**config.mk**
```make
export PLATFORM = sky130hd
export DESIGN_NAME = tl_ul_link_buffer
export DESIGN_NICKNAME = d
export VERILOG_FILES = /design/src/rtl/tl_link_pkg.sv /design/src/rtl/tl_link_fifo.sv /design/src/rtl/tl_ul_link_buffer.sv
export SDC_FILE = /design/constraint.sdc
export NUM_CORES = 1
export LEC_CHECK = 0
export BUFFER_PORTS_ARGS = -buffer_cell sky130_fd_sc_hd__buf_4
export CORE_ASPECT_RATIO = 1.1
export CORE_MARGIN = 4
export CORE_UTILIZATION = 46
export DETAILED_ROUTE_END_ITERATION = 10
export PLACE_DENSITY = 0.83
export SLEW_MARGIN = 20
export SYNTH_ARGS = -nofsm -noshare
export SYNTH_HDL_FRONTEND = slang
export SYNTH_HIERARCHICAL = 1
export SYNTH_SLANG_ARGS = --single-unit
export TNS_END_PERCENT = 1
```
**constraint.sdc**
```tcl
create_clock -name clock -period 10.7 [get_ports clock]
set_clock_uncertainty 0.15 [all_clocks]
set_input_delay 1.605 -clock clock [delete_from_list [all_inputs] [get_ports clock]]
set_output_delay 1.605 -clock clock [all_outputs]
set_load 0.03 [all_outputs]
```
**src/rtl/tl_link_pkg.sv**
```systemverilog
// Shared TileLink-UL field widths, opcode constants and packed channel
// structs for the link buffer and its FIFOs.
package tl_link_pkg;

   localparam int OPCODE_W  = 3;
   localparam int SOURCE_W  = 3;
   localparam int SIZE_W    = 2;
   localparam int ADDR_W    = 30;
   localparam int DATA_W    = 32;
   localparam int MASK_W    = 4;
   localparam int A_PARAM_W = 3;
   localparam int D_PARAM_W = 2;

   localparam logic [OPCODE_W-1:0] OP_GET             = 3'd4;
   localparam logic [OPCODE_W-1:0] OP_PUT_FULL        = 3'd0;
   localparam logic [OPCODE_W-1:0] OP_PUT_PARTIAL     = 3'd1;
   localparam logic [OPCODE_W-1:0] OP_ACCESS_ACK      = 3'd0;
   localparam logic [OPCODE_W-1:0] OP_ACCESS_ACK_DATA = 3'd1;

   typedef struct packed {
      logic [OPCODE_W-1:0]  opcode;
      logic [A_PARAM_W-1:0] param;
      logic [SIZE_W-1:0]    size;
      logic [SOURCE_W-1:0]  source;
      logic [ADDR_W-1:0]    address;
      logic [MASK_W-1:0]    mask;
      logic [DATA_W-1:0]    data;
   } tl_a_t;

   typedef struct packed {
      logic [OPCODE_W-1:0]  opcode;
      logic [D_PARAM_W-1:0] param;
      logic [SIZE_W-1:0]    size;
      logic [SOURCE_W-1:0]  source;
      logic                 denied;
      logic                 corrupt;
      logic [DATA_W-1:0]    data;
   } tl_d_t;

endpackage

```
**src/rtl/tl_link_fifo.sv**
```systemverilog
// Occupancy-counted FIFO for one TL-UL channel; FLOW lets an empty FIFO
// present the incoming beat combinationally and skip storing it if taken.
module tl_link_fifo #(
   parameter int WIDTH = 8,
   parameter int DEPTH = 2,
   parameter bit FLOW  = 1'b0
) (
   input  logic             clock,
   input  logic             reset_n,
   input  logic             in_valid,
   input  logic             in_en,
   input  logic [WIDTH-1:0] in_data,
   output logic             full,
   output logic             out_valid,
   input  logic             out_ready,
   output logic [WIDTH-1:0] out_data
);

   localparam int PTR_W = $clog2(DEPTH);
   localparam int CNT_W = $clog2(DEPTH + 1);

   logic [WIDTH-1:0] mem [DEPTH];
   logic [PTR_W-1:0] wr_ptr;
   logic [PTR_W-1:0] rd_ptr;
   logic [CNT_W-1:0] cnt;
   logic             empty;
   logic             bypass;
   logic             push;
   logic             pop;

   assign empty = (cnt == '0);
   assign full  = (cnt == CNT_W'(DEPTH));

   // Bypass only when the producer will actually fire, so a taken bypass beat
   // can never be presented without the matching upstream handshake.
   assign bypass    = FLOW && empty && in_valid && in_en;
   assign out_valid = !empty || bypass;
   assign out_data  = bypass ? in_data : mem[rd_ptr];

   assign push = in_valid && in_en && !(bypass && out_ready);
   assign pop  = out_ready && !empty;

   always_ff @(posedge clock) begin
      if (push) mem[wr_ptr] <= in_data;
   end

   always_ff @(posedge clock or negedge reset_n) begin
      if (!reset_n) begin
         wr_ptr <= '0;
         rd_ptr <= '0;
         cnt    <= '0;
      end else begin
         if (push) wr_ptr <= wr_ptr + PTR_W'(1);
         if (pop)  rd_ptr <= rd_ptr + PTR_W'(1);
         case ({push, pop})
            2'b10:   cnt <= cnt + CNT_W'(1);
            2'b01:   cnt <= cnt - CNT_W'(1);
            default: cnt <= cnt;
         endcase
      end
   end

endmodule

```
**src/rtl/tl_ul_link_buffer.sv**
```systemverilog
// Registered TL-UL buffer with separate A/D FIFOs and an in-flight request cap.
// Define TL_LINK_BUF_FLOW_EN for zero-latency A pass-through when the A FIFO is empty.
module tl_ul_link_buffer
   import tl_link_pkg::*;
#(
   parameter int A_DEPTH      = 2,
   parameter int D_DEPTH      = 2,
   parameter int MAX_INFLIGHT = 4
) (
   input  logic                 clock,
   input  logic                 reset_n,
   input  logic                 a_in_valid,
   output logic                 a_in_ready,
   input  logic [OPCODE_W-1:0]  a_in_opcode,
   input  logic [A_PARAM_W-1:0] a_in_param,
   input  logic [SIZE_W-1:0]    a_in_size,
   input  logic [SOURCE_W-1:0]  a_in_source,
   input  logic [ADDR_W-1:0]    a_in_address,
   input  logic [MASK_W-1:0]    a_in_mask,
   input  logic [DATA_W-1:0]    a_in_data,
   output logic                 a_out_valid,
   input  logic                 a_out_ready,
   output logic [OPCODE_W-1:0]  a_out_opcode,
   output logic [A_PARAM_W-1:0] a_out_param,
   output logic [SIZE_W-1:0]    a_out_size,
   output logic [SOURCE_W-1:0]  a_out_source,
   output logic [ADDR_W-1:0]    a_out_address,
   output logic [MASK_W-1:0]    a_out_mask,
   output logic [DATA_W-1:0]    a_out_data,
   input  logic                 d_in_valid,
   output logic                 d_in_ready,
   input  logic [OPCODE_W-1:0]  d_in_opcode,
   input  logic [D_PARAM_W-1:0] d_in_param,
   input  logic [SIZE_W-1:0]    d_in_size,
   input  logic [SOURCE_W-1:0]  d_in_source,
   input  logic                 d_in_denied,
   input  logic                 d_in_corrupt,
   input  logic [DATA_W-1:0]    d_in_data,
   output logic                 d_out_valid,
   input  logic                 d_out_ready,
   output logic [OPCODE_W-1:0]  d_out_opcode,
   output logic [D_PARAM_W-1:0] d_out_param,
   output logic [SIZE_W-1:0]    d_out_size,
   output logic [SOURCE_W-1:0]  d_out_source,
   output logic                 d_out_denied,
   output logic                 d_out_corrupt,
   output logic [DATA_W-1:0]    d_out_data,
   output logic [3:0]           inflight,
   output logic                 protocol_err
);

`ifdef TL_LINK_BUF_FLOW_EN
   localparam bit A_FLOW = 1'b1;
`else
   localparam bit A_FLOW = 1'b0;
`endif

   tl_a_t      a_in_s;
   tl_a_t      a_out_s;
   tl_d_t      d_in_s;
   tl_d_t      d_out_s;
   logic       a_full;
   logic       d_full;
   logic       rdy_en_q;
   logic [3:0] inflight_q;
   logic       err_q;
   logic       a_in_fire;
   logic       d_out_fire;

   assign a_in_s = '{opcode: a_in_opcode, param: a_in_param, size: a_in_size,
                     source: a_in_source, address: a_in_address, mask: a_in_mask,
                     data: a_in_data};
   assign d_in_s = '{opcode: d_in_opcode, param: d_in_param, size: d_in_size,
                     source: d_in_source, denied: d_in_denied, corrupt: d_in_corrupt,
                     data: d_in_data};

   // Readies are held low until the first edge after reset release.
   assign a_in_ready = rdy_en_q && !a_full && (inflight_q < 4'(MAX_INFLIGHT));
   assign d_in_ready = rdy_en_q && !d_full;

   assign a_in_fire  = a_in_valid && a_in_ready;
   assign d_out_fire = d_out_valid && d_out_ready;

   tl_link_fifo #(.WIDTH($bits(tl_a_t)), .DEPTH(A_DEPTH), .FLOW(A_FLOW)) u_a_fifo (
      .clock     (clock),
      .reset_n   (reset_n),
      .in_valid  (a_in_valid),
      .in_en     (a_in_ready),
      .in_data   (a_in_s),
      .full      (a_full),
      .out_valid (a_out_valid),
      .out_ready (a_out_ready),
      .out_data  (a_out_s)
   );

   tl_link_fifo #(.WIDTH($bits(tl_d_t)), .DEPTH(D_DEPTH), .FLOW(1'b0)) u_d_fifo (
      .clock     (clock),
      .reset_n   (reset_n),
      .in_valid  (d_in_valid),
      .in_en     (d_in_ready),
      .in_data   (d_in_s),
      .full      (d_full),
      .out_valid (d_out_valid),
      .out_ready (d_out_ready),
      .out_data  (d_out_s)
   );

   always_ff @(posedge clock or negedge reset_n) begin
      if (!reset_n) begin
         rdy_en_q   <= 1'b0;
         inflight_q <= 4'd0;
         err_q      <= 1'b0;
      end else begin
         rdy_en_q <= 1'b1;
         if (d_out_fire && inflight_q == 4'd0) err_q <= 1'b1;
         if (a_in_fire && !d_out_fire)
            inflight_q <= inflight_q + 4'd1;
         else if (!a_in_fire && d_out_fire && inflight_q != 4'd0)
            inflight_q <= inflight_q - 4'd1;
      end
   end

   assign inflight     = inflight_q;
   assign protocol_err = err_q;

   assign a_out_opcode  = a_out_s.opcode;
   assign a_out_param   = a_out_s.param;
   assign a_out_size    = a_out_s.size;
   assign a_out_source  = a_out_s.source;
   assign a_out_address = a_out_s.address;
   assign a_out_mask    = a_out_s.mask;
   assign a_out_data    = a_out_s.data;

   assign d_out_opcode  = d_out_s.opcode;
   assign d_out_param   = d_out_s.param;
   assign d_out_size    = d_out_s.size;
   assign d_out_source  = d_out_s.source;
   assign d_out_denied  = d_out_s.denied;
   assign d_out_corrupt = d_out_s.corrupt;
   assign d_out_data    = d_out_s.data;

endmodule

```
==> run metrics <==
outcome complete, no violations; worst r2r src u_a_fifo/cnt[1]; largest cells by area after synthesis edfxtp_1 (75%), mux2_4 (9.1%), mux2_2 (7.2%); Critical Path Max Stage Delay 0.69 ns; core footprint 0.0207 sq mm; slowest stage cell, crit path dfrtp_4; max-capacitance violation count 0; met2 usage 26.8%; dpl cell area 0.0119 sq mm; hpwl dp 13300 microns; Mapped Area 0.00975 sq mm; Critical R2R Capture u_a_fifo/mem[0][2]; crit end category primary output; IO buf count 256; GRT overflow 0; Worst Tran Pin Value 1.09 ns; R2R cell count 5; register clock-pin slew on the reported worst setup and hold paths 0.06 ns; CTS tree built; Synth Register Bits 256; hold depth 1; vias per inst 4.87; DRT antenna net count 0; post-route minimum period 3.93 ns; H-tree depth 1; Yosys cell types 32; PD cells 265 mW/mm^2; Post-Route Setup TNS 0 ns; cell count after synthesis 438; Synthesis Warnings 6; final hold violation count 0; First DRT Iteration DRCs 180; chip height 161 microns; M1 GR Usage 17.8%; 1st-pass router iterations 4; post-synth top area share 74.5%; CP Depth 3; met3 usage 7.56%; clock tree sinks 256; Critical Path Start u_a_fifo/rd_ptr; Critical Path RT 8.95 ns; cell family with most CP delay flip-flops; Die Width 147 microns; Worst Setup Path Type flip-flop to primary output; TritonCTS buffer count 26; post-CTS sizing 0; fmax 0.255 GHz; starting density of the core 47.1%; Final Max Slew Viols 0; Setup Viol. Count Final 0; first-pass GRT wire length 29600 microns; routed vias 4956; Critical Path Fanout Max 50; initial antenna violation count 0; number of flops mapped to enable cells by yosys 242; placement row count 55; class of the worst hold path flip-flop to flip-flop; unrepaired setup endpoints after global routing false; CP Capture Point a_out_address[17]; Yosys top cell by area edfxtp_1; ys flop type edfxtp_1; Die Area 0.0236 sq mm; sequential share of the synthesized area 78.1%; fill cell count 1404; Max VDD drop 0.000210 V; Buf/Inv on CP 2; Post-CTS Repair Setup Buffers 0; layout cells sized above 1 58.7%; Routed WL 19100 microns; Root Buffer clkbuf_16; GPL Wtd Cong 0.798; Post-Syn Nets 570; grt peak-use layer met2; ys async rst share 5.47%; slew margin rel. 27.2%; type of element launching the critical path flip-flop; Critical Path, Cell by Cell buf_16, mux2_2, buf_4; cts hold-fix bufs 0; Antenna Cells 0; syn_area_per_cell 22.3 sq um; DRC viols 0; vias in the first global route 5490; Static Leakage 4.92 nW; Area Growth Syn to Fin 31.5%; Bufs on Longest Clock Path 3; R2R Setup Slk 7.76 ns; pin count of the biggest net entering global routing 79; I/O pin cnt 257; Hold Slack 0.325 ns; Final Cell Area 0.0128 sq mm; layout net count 844; total global-route track usage 15.7%; clk_lat worst skew 0.52 ns; Tcrit/Tclk final 36.7%; Arrival @ worst endpoint 2.17 ns; per-cell routed wire length 18.8 microns
==> logic make-up after synthesis <==
kind of cell               share of synthesized area (%)
DFF                                                 78.1
muxes                                               16.6
and+or+nand+nor                                     1.41
buffers and inverters                               1.69
xor gates and xnor gates                            1.17
adders and majority gates                          0.718
AOI/OAI and AO/OA                                  0.295
other                                             0.0384
==> synth_stat cells (all sizes together), types with 2 or more instances <==
master,number
nand2,3
and2,2
buf,14
nor2b,2
xor2,5
or2,2
and3,3
mux2,123
edfxtp,242
xnor2,8
ha,4
nor2,5
dfrtp,14
==> through the flow <==
step	cells	worst slack (ns)	total power, W	util, %
global route	1017	6.65	0.00355	61.9
global placement	968	7.10	0.00249	57.5
CTS	1016	6.52	0.00343	61.7
detailed placement	968	7.03	0.00252	57.5
floorplan	438	5.08	0.00216	-
finish	1017	6.77	0.00340	61.9
==> cell type report <==
class | count | area [sq um] | share of cell area, %
Timing Repair Buffer | 260 | 1970 | 15.4
Clock inverter | 17 | 180 | 1.41
Sequential cell | 256 | 7620 | 59.5
Tap cell | 285 | 357 | 2.78
Clock buffer | 31 | 691 | 5.39
Multi-Input combinational cell | 167 | 2000 | 15.6
Inverter | 1 | 3.75 | 0.0293
==> flip-flops by register name, indices dropped and copies added, names as in the netlist <==
register and count:
u_d_fifo/mem 88, inflight 4, rdy_en_q 1, u_a_fifo/wr_ptr 1, u_a_fifo/mem 154, u_d_fifo/rd_ptr 1, u_a_fifo/rd_ptr 1, u_d_fifo/cnt 2
u_a_fifo/cnt 2, u_d_fifo/wr_ptr 1, protocol_err 1
==> worst min path at each step <==
stage / endpoint / start
2_1_floorplan: u_a_fifo/cnt[1] / u_a_fifo/cnt[1]
3_5_place_dp: protocol_err / protocol_err
6_report: u_a_fifo/cnt[1] / u_a_fifo/cnt[1]
3_3_place_gp: protocol_err / protocol_err
5_1_grt: u_a_fifo/cnt[1] / u_a_fifo/cnt[1]
4_1_cts: protocol_err / protocol_err
==> routing by layer <==
metal / wire (microns) / vias up
li1: - / 2266
met1: 6910 / 2410
met2: 9350 / 245
met3: 2450 / 35
met4: 397 / 0
met5: 0 / -
==> cells in the final DEF, fill, tap and decap left out, drive strengths merged <==
| cell | Yosys | final |
|---|---|---|
| nor4b | 1 | 1 |
| clkbuf | 0 | 31 |
| and2b | 1 | 1 |
| ha | 4 | 4 |
| clkinv | 0 | 12 |
| a31o | 1 | 1 |
| and3 | 3 | 3 |
| clkinvlp | 0 | 1 |
| xnor2 | 8 | 8 |
| nand2 | 3 | 3 |
| mux2i | 1 | 1 |
| nor4 | 1 | 1 |
| conb | 1 | 1 |
| buf | 14 | 260 |
| a21o | 1 | 1 |
| a211oi | 1 | 1 |
| and2 | 2 | 2 |
| xor2 | 5 | 5 |
| mux2 | 123 | 123 |
| edfxtp | 242 | 242 |
| bufinv | 0 | 4 |
| a21oi | 1 | 1 |
| fa | 1 | 1 |
| or2 | 2 | 2 |
| inv | 1 | 1 |
| nor2b | 2 | 2 |
| nor2 | 5 | 5 |
| dfrtp | 14 | 14 |
==> report_power, final <==
| group | switching (W) | internal, W | leakage, nW |
|---|---|---|---|
| Sequential | 0.0000747 | 0.00122 | 2.35 |
| Clock | 0.000351 | 0.000554 | 0.420 |
| Combinational | 0.000666 | 0.000534 | 2.15 |
No activity file was read; power rests on OpenSTA's default activity.
